[src/rtl/dff_pkg.sv]
// Shared types and default parameters for the D flip-flop input conditioning slice.
package dff_pkg;

   // Debounce FSM state, 2-bit encoding.
   typedef enum logic [1:0] {
      S_LOW      = 2'd0,
      S_CHK_HIGH = 2'd1,
      S_HIGH     = 2'd2,
      S_CHK_LOW  = 2'd3
   } cond_state_t;

   localparam int unsigned DEF_SYNC_STAGES     = 2;
   localparam int unsigned DEF_DEBOUNCE_CYCLES = 16;
   localparam int unsigned DEF_GLITCH_W        = 8;

endpackage

[src/rtl/sync_chain.sv]
// Plain multi-flop synchroniser for one asynchronous level; no logic between stages.
module sync_chain #(
   parameter int unsigned STAGES = 2
) (
   input  logic clk,
   input  logic reset_n,
   input  logic d_async,
   output logic d_sync
);

   if (STAGES < 2) begin : g_bad_stages
      $error("sync_chain: STAGES must be at least 2");
   end

   logic [STAGES-1:0] sr;

   // Shift the raw level through the chain.
   always_ff @(posedge clk or negedge reset_n) begin
      if (!reset_n) begin
         sr <= '0;
      end else begin
         sr <= {sr[STAGES-2:0], d_async};
      end
   end

   assign d_sync = sr[STAGES-1];

endmodule

[src/rtl/din_conditioner.sv]
// Synchronise, debounce and edge-detect a raw asynchronous level feeding the DFF stage's d input.
module din_conditioner
   import dff_pkg::*;
#(
   parameter int unsigned SYNC_STAGES     = DEF_SYNC_STAGES,
   parameter int unsigned DEBOUNCE_CYCLES = DEF_DEBOUNCE_CYCLES,
   parameter int unsigned GLITCH_W        = DEF_GLITCH_W
) (
   input  logic                clk,
   input  logic                reset_n,
   input  logic                din_async,
   input  logic                enable,
   input  logic                glitch_clr,
   output logic                d_clean,
   output logic                rise_pulse,
   output logic                fall_pulse,
   output logic                busy,
   output logic [GLITCH_W-1:0] glitch_cnt
);

   if (DEBOUNCE_CYCLES == 0) begin : g_bad_debounce
      $error("din_conditioner: DEBOUNCE_CYCLES must be at least 1");
   end

   localparam int unsigned      CNT_W    = $clog2(DEBOUNCE_CYCLES + 1);
   localparam logic [CNT_W-1:0] CNT_LAST = CNT_W'(DEBOUNCE_CYCLES - 1);
   localparam logic [CNT_W-1:0] CNT_ONE  = CNT_W'(1);
   localparam logic             DIRECT   = (DEBOUNCE_CYCLES == 1);

   logic                d_sync;
   cond_state_t         state, state_n;
   logic [CNT_W-1:0]    cnt, cnt_n;
   logic                d_clean_n, rise_n, fall_n, busy_n, reject;
   logic [GLITCH_W-1:0] glitch_n;

   sync_chain #(.STAGES(SYNC_STAGES)) u_sync (
      .clk     (clk),
      .reset_n (reset_n),
      .d_async (din_async),
      .d_sync  (d_sync)
   );

   // State, counter and registered outputs.
   always_ff @(posedge clk or negedge reset_n) begin
      if (!reset_n) begin
         state      <= S_LOW;
         cnt        <= '0;
         d_clean    <= 1'b0;
         rise_pulse <= 1'b0;
         fall_pulse <= 1'b0;
         busy       <= 1'b0;
         glitch_cnt <= '0;
      end else begin
         state      <= state_n;
         cnt        <= cnt_n;
         d_clean    <= d_clean_n;
         rise_pulse <= rise_n;
         fall_pulse <= fall_n;
         busy       <= busy_n;
         glitch_cnt <= glitch_n;
      end
   end

   // Debounce next-state, counter, pulse and glitch-count logic.
   always_comb begin
      state_n   = state;
      cnt_n     = cnt;
      d_clean_n = d_clean;
      rise_n    = 1'b0;
      fall_n    = 1'b0;
      reject    = 1'b0;

      case (state)
         S_LOW: begin
            if (enable && d_sync) begin
               if (DIRECT) begin
                  state_n   = S_HIGH;
                  cnt_n     = '0;
                  d_clean_n = 1'b1;
                  rise_n    = 1'b1;
               end else begin
                  state_n = S_CHK_HIGH;
                  cnt_n   = CNT_ONE;
               end
            end
         end
         S_CHK_HIGH: begin
            if (!enable) begin
               state_n = S_LOW;
               cnt_n   = '0;
            end else if (!d_sync) begin
               state_n = S_LOW;
               cnt_n   = '0;
               reject  = 1'b1;
            end else if (cnt == CNT_LAST) begin
               state_n   = S_HIGH;
               cnt_n     = '0;
               d_clean_n = 1'b1;
               rise_n    = 1'b1;
            end else begin
               cnt_n = cnt + CNT_ONE;
            end
         end
         S_HIGH: begin
            if (enable && !d_sync) begin
               if (DIRECT) begin
                  state_n   = S_LOW;
                  cnt_n     = '0;
                  d_clean_n = 1'b0;
                  fall_n    = 1'b1;
               end else begin
                  state_n = S_CHK_LOW;
                  cnt_n   = CNT_ONE;
               end
            end
         end
         S_CHK_LOW: begin
            if (!enable) begin
               state_n = S_HIGH;
               cnt_n   = '0;
            end else if (d_sync) begin
               state_n = S_HIGH;
               cnt_n   = '0;
               reject  = 1'b1;
            end else if (cnt == CNT_LAST) begin
               state_n   = S_LOW;
               cnt_n     = '0;
               d_clean_n = 1'b0;
               fall_n    = 1'b1;
            end else begin
               cnt_n = cnt + CNT_ONE;
            end
         end
         default: begin
            state_n = S_LOW;
            cnt_n   = '0;
         end
      endcase

      busy_n = (state_n == S_CHK_HIGH) || (state_n == S_CHK_LOW);

      // Clear wins over a same-cycle rejection; count saturates at all-ones.
      if (glitch_clr) begin
         glitch_n = '0;
      end else if (reject && (glitch_cnt != '1)) begin
         glitch_n = glitch_cnt + GLITCH_W'(1);
      end else begin
         glitch_n = glitch_cnt;
      end
   end

endmodule

[config.mk]
export PLATFORM = sky130hd
export DESIGN_NAME = din_conditioner
export DESIGN_NICKNAME = d
export VERILOG_FILES = /design/src/rtl/dff_pkg.sv /design/src/rtl/sync_chain.sv /design/src/rtl/din_conditioner.sv
export SDC_FILE = /design/constraint.sdc
export NUM_CORES = 1
export LEC_CHECK = 0
export BUFFER_PORTS_ARGS = -buffer_cell sky130_fd_sc_hd__buf_2
export CORE_MARGIN = 1
export CORE_UTILIZATION = 47
export DETAILED_ROUTE_END_ITERATION = 10
export GPL_ROUTABILITY_DRIVEN = 1
export GPL_TIMING_DRIVEN = 0
export HOLD_SLACK_MARGIN = 0.08
export PLACE_DENSITY = 0.83
export SYNTH_ARGS = -nofsm -noshare
export SYNTH_HDL_FRONTEND = slang
export SYNTH_SLANG_ARGS = --single-unit
[constraint.sdc]
create_clock -name clk -period 1.7 [get_ports clk]
set_input_delay 0.17 -clock clk [delete_from_list [all_inputs] [get_ports clk]]
set_output_delay 0.17 -clock clk [all_outputs]
set_load 0.02 [all_outputs]
-- After elaboration in Yosys (flattened, before gate mapping)
Cells that the tools add are included.
- mux-type cells: 38
- reduce and logical (&&, ||, !) cells: 10
- equality and inequality tests: 15
- $add $sub $neg: 2
- operators by type and width (kind ; number):
    $mux 5 ; 7
    $pmux 5 s4 ; 1
    $mux 1 ; 17
    $mux 2 ; 8
    $mux 8 ; 2
    $ne 2x2->1 const B ; 7
    $add 8x1->8 const B ; 1
    $ne 8x8->1 const B ; 1
    $pmux 2 s4 ; 1
    $reduce_and 7->1 ; 1
    $eq 2x2->1 const B ; 3
    $add 5x1->5 const B ; 1
    $eq 5x4->1 const B ; 1
    $eq 2x1->1 const B ; 2
    $pmux 1 s2 ; 2
    $reduce_bool 2->1 ; 2
    $logic_and 1x1->1 ; 3
    $logic_not 2->1 ; 1
    $ne 2x1->1 const B ; 1
    $reduce_and 2->1 ; 1
    $logic_not 1->1 ; 1
    $logic_or 1x1->1 ; 1
- bits in registers: 21
- logic and storage cells: 73
- output and inout bits: 12

-- Depth between registers and ports, before layout
Gate-level depths: netlist (run 1).
- depth after elaboration: 7
- mapped depth: 5
- gate-level depth less buffers: 5

-- Cells and area by module
Synthesis (run 1) repeated with hierarchy kept, for this count alone.
- cell total of the unflattened synthesis: 99
- area total of the unflattened synthesis: 1052.3 um^2
- by module, submodules not included (module ; instances ; cells each ; seq. area each (um^2) ; area each (um^2)):
    din_conditioner ; 1 ; 97 ; 450.4 ; 1002.2
    sync_chain ; 1 ; 2 ; 50.0 ; 50.0

-- Worst setup path before layout (run 1)
No wires, ideal clock.
- kind: register -> register
- from: reg u_sync.sr[1]
- to: reg glitch_cnt[7]
- setup time: 0.078 ns
- buffers on the path: 0
- data required time: 1.622 ns
- slack: 0.047 ns
- data arrival time: 1.575 ns
- cell stages (with the launch flop): 5
- cell sequence: dfrtp_1 xor2_1 or3_4 or4_1 a21oi_1
- word-level cells in the longest chain between the ends: 5
- RTL lines (element ; line ; RTL):
    start: declaration ; sync_chain.sv:15 ; logic [STAGES-1:0] sr;
    start signal: assignment ; sync_chain.sv:22 ; sr <= {sr[STAGES-2:0], d_async};
    $mux 1, on equally long branches ; din_conditioner.sv:121, din_conditioner.sv:91 ;
    $mux 1, on equally long branches ; din_conditioner.sv:118, din_conditioner.sv:88 ;
    $pmux 1 s2 * ; din_conditioner.sv:73 ; case (state)
    $logic_and 1x1->1 * ; din_conditioner.sv:145 ; end else if (reject && (glitch_cnt != '1)) begin
    $reduce_bool 2->1 (no source line) * ; n/a ;
    end signal: assignment ; din_conditioner.sv:60 ; glitch_cnt <= glitch_n;
    end: declaration ; din_conditioner.sv:18 ; output logic [GLITCH_W-1:0] glitch_cnt
Every way passes the cells marked *; elsewhere a longest branch is shown, timed or not.
A chain may end at the register's enable or synchronous reset.

-- Worst setup path in the final report (run 1)
- from: reg state[1]
- to: reg glitch_cnt[7]
- word-level cells in the longest chain between the ends: 4
- RTL lines (element ; line ; RTL):
    start: declaration ; din_conditioner.sv:31 ; cond_state_t state, state_n;
    start signal: assignment ; din_conditioner.sv:54 ; state <= state_n;
    $eq 2x2->1 or $eq 2x1->1 (tied branches) ; din_conditioner.sv:73 ;
    $pmux 1 s2 * ; din_conditioner.sv:73 ;
    $logic_and 1x1->1 * ; din_conditioner.sv:145 ;
    $reduce_bool 2->1 (no source line) * ; n/a ;
Marks and branches as above.

==> flow_summary_export.csv, run 1 <==
group,metric,value,unit
outcome,status,"finished clean",
setup_path,cp.arrival,1.92,ns
clock_network,cts_htree_levels,1,
floorplan,rows,15,
routing,vias,792,
grt,grtUsageMet3,0.0231,
routing,drtAntennaViolNets,0,
timing,clock_skew,0.00171,ns
floorplan,num_io_pins,17,
layout,diodes,0,
yosys,syn_area,942,µm²
timing,fin_crit,1.69,ns
yosys,yosysSeqAreaShare,0.531,
floorplan,die_area,2190,µm²
yosys,ys_seq_elements,20,
grt,globalRouteOverflowTotal,0,
clock_network,cts.sinks,20,
floorplan,core_area,1800,µm²
timing,fmax,593,MHz
setup_path,worstSetupEndpointType,"flop",
place,port_buffers,15,
setup_path,critical_path.max_fanout,5,
timing,worstMarginPinSlew,0.581,ns
floorplan,initial_utilization,0.523,
yosys,synth_ff_type,"dfrtp_1",
grt,grt_max_degree,21,
pwr,leakage,0.531,nW
clock_network,clock_latency,0.29,ns
layout,area_growth,25.1,%
pwr,ir_drop,0.000437,V
routing,totalWireLength,1880,µm
yosys,synth_cells,92,
grt,track_usage,0.182,
grt,top_usage_layer,"met2",
grt,grt_pass1_wl,2800,µm
timing,post-route-period-util,0.992,
hold_path,hp-class,"input pin to flop",
floorplan,die_height,46.8,µm
routing,drt_first_iter_violations,14,
timing,drv_slew,0,
yosys,syn-num-nets,99,
yosys,yosysWarningCount,0,
pwr,p_per_area,699,nW/µm²
clock_network,clockBufferDepth,2,
timing,maxSlewHeadroom,0.607,
routing,drt_pass1_iterations,4,
grt,grt_antenna_before_repair,0,
grt,grt_util_met2,0.308,
timing,rsz0062_at_grt,"true",
routing,routedWlPerCell,13.0,µm
clock_network,cts.clk_slew.worst_paths,0.10,ns
yosys,synthArstFlopShare,1.00,
run,cap_violations,0,
yosys,syn_avg_cell_area,10.2,µm²
clock_network,cts_buffers,3,
yosys,synth_cell_types,30,
place,place_area,1050,µm²
setup_path,crit_required,1.93,ns
routing,routed_via_density,5.50,
timing,hold_violations,0,
setup_path,start_kind,"flop",
grt,grtUsageMet1,0.229,
layout,final_area,1180,µm²
layout,final_util,0.654,
floorplan,die_w,46.8,µm
clock_network,cts_tree,"built",
timing,finalSetupViolCount,0,
grt,grt_pass1_vias,655,
place,gp_congestion,0.784,
place,hpwl,1250,µm
routing,drc,0,
clock_network,cts_root_buf,"clkbuf_4",
yosys,synth_edf_count,0,
layout,drive_above_1_share,0.269,
setup_path,worstSetupPathType,"flop to flop",
layout,fin_nets,127,
-- through the flow --
stage                     worst slack (ns)  TNS, ns  hold slack (ns)  std cells  power (mW)
after global routing               -0.0374  -0.0555            0.183        144       0.864
final                               0.0144        0            0.182        144       0.824
after floorplan                     0.0472        0           -0.126         92       0.532
after CTS                           0.0157        0            0.171        140       0.826
after detailed placement           -0.0772   -0.106            0.138        132       0.555
after global placement             -0.0118  -0.0118            0.130        132       0.552
-- logic make-up (layout without fill, tap and decap cells) --
logic type,after synthesis,after routing,synth area share
AOI/OAI and AO/OA,16,16,0.104
xor gates and xnor gates,5,5,0.0465
DFF,20,20,0.531
and+or+nand+nor,38,38,0.207
muxes,6,6,0.0651
buffers and inverters,5,32,0.0199
adders and majority gates,2,2,0.0266
-- area by class of cell --
| cell class | instances | area, µm² |
|---|---|---|
| Buffer | 2 | 7.51 |
| Multi-Input combinational cell | 67 | 449 |
| Clock buffer | 4 | 36.3 |
| Sequential cell | 20 | 503 |
| Tap cell | 25 | 31.3 |
| Timing Repair Buffer | 23 | 140 |
| Fill cell | 152 | 623 |
| Inverter | 3 | 11.3 |
-- state kept, by name, indices dropped and copies added (netlist names) --
signal / flops
glitch_cnt: 8
cnt: 5
state: 2
u_sync.sr: 2
d_clean: 1
fall_pulse: 1
rise_pulse: 1
-- placed cells by master (no fill, tap or decap), drive strengths merged --
master,count
o211ai,1
o21ai,4
and2,1
nor4b,1
nor4,1
inv,3
or4,1
o22ai,3
dfrtp,20
and4b,1
clkbuf,5
nand3,7
mux2i,5
dlygate4sd3,2
a211oi,2
xor2,3
ha,2
xnor2,2
nor2b,1
mux2,1
or3,2
o2111ai,1
nor2,6
a21oi,4
nand4b,1
nand4,1
o31ai,1
buf,22
nor3,3
nand2,12
-- path summary, 6_finish.rpt --
| path | from | end | slack [ns] | cells past startpoint |
|---|---|---|---|---|
| worst max-delay path | state[1] | glitch_cnt[7] | 0.01 | 4 |
| worst min-delay path | enable | cnt[3] | 0.18 | 3 |
| worst max register to register | state[1] | glitch_cnt[7] | 0.01 | 4 |
| worst min register to register | u_sync.sr[0] | u_sync.sr[1] | 0.37 | 0 |
| max in group asynchronous | reset_n | u_sync.sr[1] | 1.03 | 2 |
| min in group asynchronous | reset_n | glitch_cnt[3] | 0.34 | 2 |
-- where the power goes --
part / internal (mW) / total, mW / leakage (nW) / switching (mW)
registers: 0.485 / 0.495 / 0.263 / 0.00956
logic: 0.0262 / 0.0638 / 0.247 / 0.0375
clock network: 0.130 / 0.266 / 0.0210 / 0.135
total: 0.642 / 0.824 / 0.531 / 0.182
-- Yosys cell counts (2+ instances only) --
library cell  count  share of area
dfrtp_1          20           0.53
nand2_1          12          0.048
nand3_1           7          0.037
nor2_1            6          0.024
mux2i_1           5          0.053
a21oi_1           4          0.021
o21ai_0           4          0.021
inv_1             3          0.012
nor3_1            3          0.016
o22ai_1           3          0.020
xor2_1            3          0.028
a211oi_1          2          0.016
ha_1              2          0.027
xnor2_1           2          0.019
-- layer usage --
metal	up-vias	wire, µm
li1	384	-
met2	26	981
met3	4	77
met1	378	801
met5	-	0
met4	0	18
-- what timing repair did --
item                                    CTS  global route
pin swaps                                 1             3
endpoints found under the hold margin    21             0
resized for setup                         0             6
hold buffers                              2             0
endpoints found under the setup margin    2             2
setup buffers                             2             4
-- worst max-delay path, stage by stage (launching register included) --
cell     delay, ns
dfrtp_2       0.46
xor2_4        0.20
or3_4         0.42
or4_4         0.42
a21oi_2       0.13
Power figures use the tool's default switching activity.
==> run 2: changes to the inputs <==
- CORE_UTILIZATION: 47 -> 49
- PLACE_DENSITY: 0.83 -> 0.84
- SYNTH_HIERARCHICAL: default -> 1
==> run 2 against run 1 <==
Against the previous run: clock skew rose by 0.0063 ns; worst setup slack got worse by 0.0093 ns; global-route usage rose by 2.1 points; hold slack got worse by 0.013 ns; register-to-register slack barely moved; via count rose by 12%; cell area rose by 9.3%; critical endpoint is now glitch_cnt[0].
==> flow_summary_export.csv, run 2 <==
group,metric,value,unit
floorplan,initial_utilization,0.531,
routing,routedWlPerCell,14.1,µm
place,port_buffers,16,
layout,regArea,504,µm²
grt,grt_pass1_vias,814,
pwr,finalPower,0.805,mW
clock_network,cts_tree,"built",
floorplan,num_io_pins,17,
routing,wl_met3,74,µm
yosys,syn_area,1050,µm²
clock_network,cts_htree_levels,1,
grt,grt_antenna_before_repair,0,
timing,fmax,590,MHz
yosys,synth_cell_types,37,
place,gp_congestion,0.864,
yosys,synth_top_family_by_area,"simple AND/OR/NAND/NOR gates",
grt,grt_max_degree,21,
timing,fin_tns_setup,0,ns
routing,drc,0,
layout,final_util,0.650,
setup_path,cp.arrival,1.88,ns
layout,layout_common_cells,"buf_2, dfrtp_1, nor2_1",
grt,grt_pass1_wl,3700,µm
layout,reg_top3,"glitch_cnt (8), cnt (5)",
setup_path,worstSetupEndpointType,"flop",
setup_path,crit_required,1.89,ns
timing,hold_violations,0,
layout,multi_input_area,556,µm²
timing,post-route-period-util,0.997,
pwr,seqPwrFrac,0.622,
layout,layoutNonFillerInstCount,152,
yosys,synthArstFlopShare,1.00,
layout,regMostFlops,"glitch_cnt",
setup_path,start_kind,"flop",
timing,worstMarginPinSlew,0.436,ns
yosys,synth_edf_count,0,
pwr,pwr-share-clk,0.284,
routing,drtAntennaViolNets,0,
setup_path,crit_slowest_cell,"dfrtp_2",
place,dp_slack,-0.220,ns
yosys,synth_adder_area_share,0.0357,
yosys,yosysWarningCount,6,
pwr,netSwitchingPower,0.194,mW
floorplan,core_area,1980,µm²
yosys,ys_top_cells_by_count,"dfrtp_1, nor2_1, a21oi_1, nor4b_1",
yosys,synth.most_common_cell,"dfrtp_1",
yosys,synth-simple-area-share,0.229,
yosys,synth.area.mux_share,0.0523,
timing,finalWorstSetupSlack,0.00503,ns
layout,drive_above_1_share,0.344,
routing,vias,890,
routing,drt_first_iter_violations,26,
timing,clock_skew,0.00805,ns
timing,rsz0062_at_grt,"true",
place,dp.cells,142,
floorplan,rows,16,
place,place_area,1180,µm²
yosys,synth_ff_type,"dfrtp_1",
yosys,yosysSeqAreaShare,0.476,
routing,wl_met1,1020,µm
setup_path,crit_chain,"nand2_2 > inv_2 > ha_4 > nand3b_1 > a41oi_2 > mux2_4",
yosys,yosysTopAreaCell,"dfrtp_1",
timing,maxSlewHeadroom,0.710,
yosys,synth_top_area_frac,0.476,
layout,final_area,1290,µm²
floorplan,die_area,2340,µm²
clock_network,cts_buffers,3,
yosys,syn-num-nets,107,
grt,track_usage,0.203,
outcome,status,"finished clean",
yosys,synthTopCellsByArea,"dfrtp_1, nor4b_1, ha_1",
clock_network,cts.sinks,20,
run,cap_violations,0,
yosys,synth-xor-area-share,0.0238,
clock_network,cts_root_buf,"clkbuf_4",
pwr,switching_share,0.241,
routing,wl_met2,1010,µm
hold_path,hp-class,"input pin to flop",
clock_network,clockBufferDepth,2,
clock_network,cts.clk_slew.worst_paths,0.11,ns
routing,totalWireLength,2140,µm
layout,diodes,0,
pwr,combPwrFrac,0.094,
pwr,p_per_area,625,nW/µm²
grt,globalRouteOverflowTotal,0,
yosys,ys_seq_elements,20,
timing,drv_slew,0,
layout,nFillCells,164,
layout,largest_reg_flops,8,
setup_path,worstSetupPathType,"flop to flop",
floorplan,die_height,48.3,µm
place,hpwl,1380,µm
setup_path,critical_path.max_fanout,3,
setup_path,slowest_delay,0.44,ns
pwr,leakage,0.616,nW
routing,drt_pass1_iterations,4,
timing,whs,0.168,ns
timing,fin_crit,1.69,ns
yosys,syn_avg_cell_area,10.6,µm²
layout,area_growth,22.5,%
yosys,synth_compound_area_frac,0.151,
clock_network,clock_latency,0.30,ns
routing,routed_via_density,5.86,
yosys,synth_cells,99,
pwr,p_int,0.611,mW
layout,fin_nets,134,
floorplan,die_w,48.3,µm
timing,finalSetupViolCount,0,
pwr,ir_drop,0.000481,V
routing,highest_layer,"met4",
## run 2: changes by cell type in the layout (fill, tap and decap cells not counted), moves of 4 or more
cell     before  now
nor4b_1       1    5
mux2i_1       5    1
nand2_1      12    3
and3_1        0    4
o21ai_0       4    0
nand3_1       7    3
## run 2: timing repair
item | CTS | global route
gates resized for setup | 3 | 5
buffers inserted | 5 | 1
endpoints found under the setup margin | 6 | 5
pin swaps | 2 | 2
hold buffers | 2 | 0
endpoints found under the hold margin | 21 | 0
## run 2: power groups by stage
| stage | combinational (mW) | sequential, mW | clock, mW |
|---|---|---|---|
| finish | 0.0756 | 0.501 | 0.228 |
| global route | 0.0881 | 0.503 | 0.252 |
| CTS | 0.0742 | 0.500 | 0.237 |
| detailed placement | 0.0698 | 0.508 | 0 |
| global placement | 0.0672 | 0.508 | 0 |
| floorplan | 0.0410 | 0.509 | 0 |
## run 2: critical path: cells and delay by family (launching register included)
| kind | cells | cell delay (ns) |
|---|---|---|
| adder cells (fa/ha/maj) | 1 | 0.20 |
| AO/OA/AOI/OAI | 1 | 0.26 |
| AND/OR/NAND/NOR | 2 | 0.32 |
| flip-flops | 1 | 0.44 |
| buffers and inverters | 1 | 0.05 |
| multiplexers | 1 | 0.32 |
## run 2: area by class of cell
cell class,count,area share
clock buffer,4,0.0204
inverter,4,0.0117
sequential,20,0.391
buffer,2,0.00680
multi-input combinational,71,0.431
timing repair buffer,24,0.113
tap,27,0.0262
## run 2: final timing paths
| kind | from | to | slack, ns | cells past startpoint |
|---|---|---|---|---|
| min reg2reg | u_sync/sr[0] | u_sync/sr[1] | 0.36 | 0 |
| max reg2reg | state[0] | glitch_cnt[0] | 0.005 | 6 |
| max in group asynchronous | reset_n | u_sync/sr[1] | 1.03 | 2 |
| max | state[0] | glitch_cnt[0] | 0.005 | 6 |
| min | enable | state[0] | 0.17 | 3 |
| min in group asynchronous | reset_n | glitch_cnt[1] | 0.34 | 2 |
## run 2: cells by family (layout without fill, tap and decap cells)
family,after synthesis,in the layout
DFF,20,20
AOI/OAI and AO/OA,21,21
buffers and inverters,8,34
and+or+nand+nor,40,40
muxes,5,5
xor gates and xnor gates,2,2
adders and majority gates,3,3
## run 2: layer usage
layer | vias to the layer above | track usage
met2 | 23 | 0.343
met3 | 4 | 0.0377
met1 | 436 | 0.267
met4 | 0 | 0.0588
met5 | - | 0
li1 | 427 | -
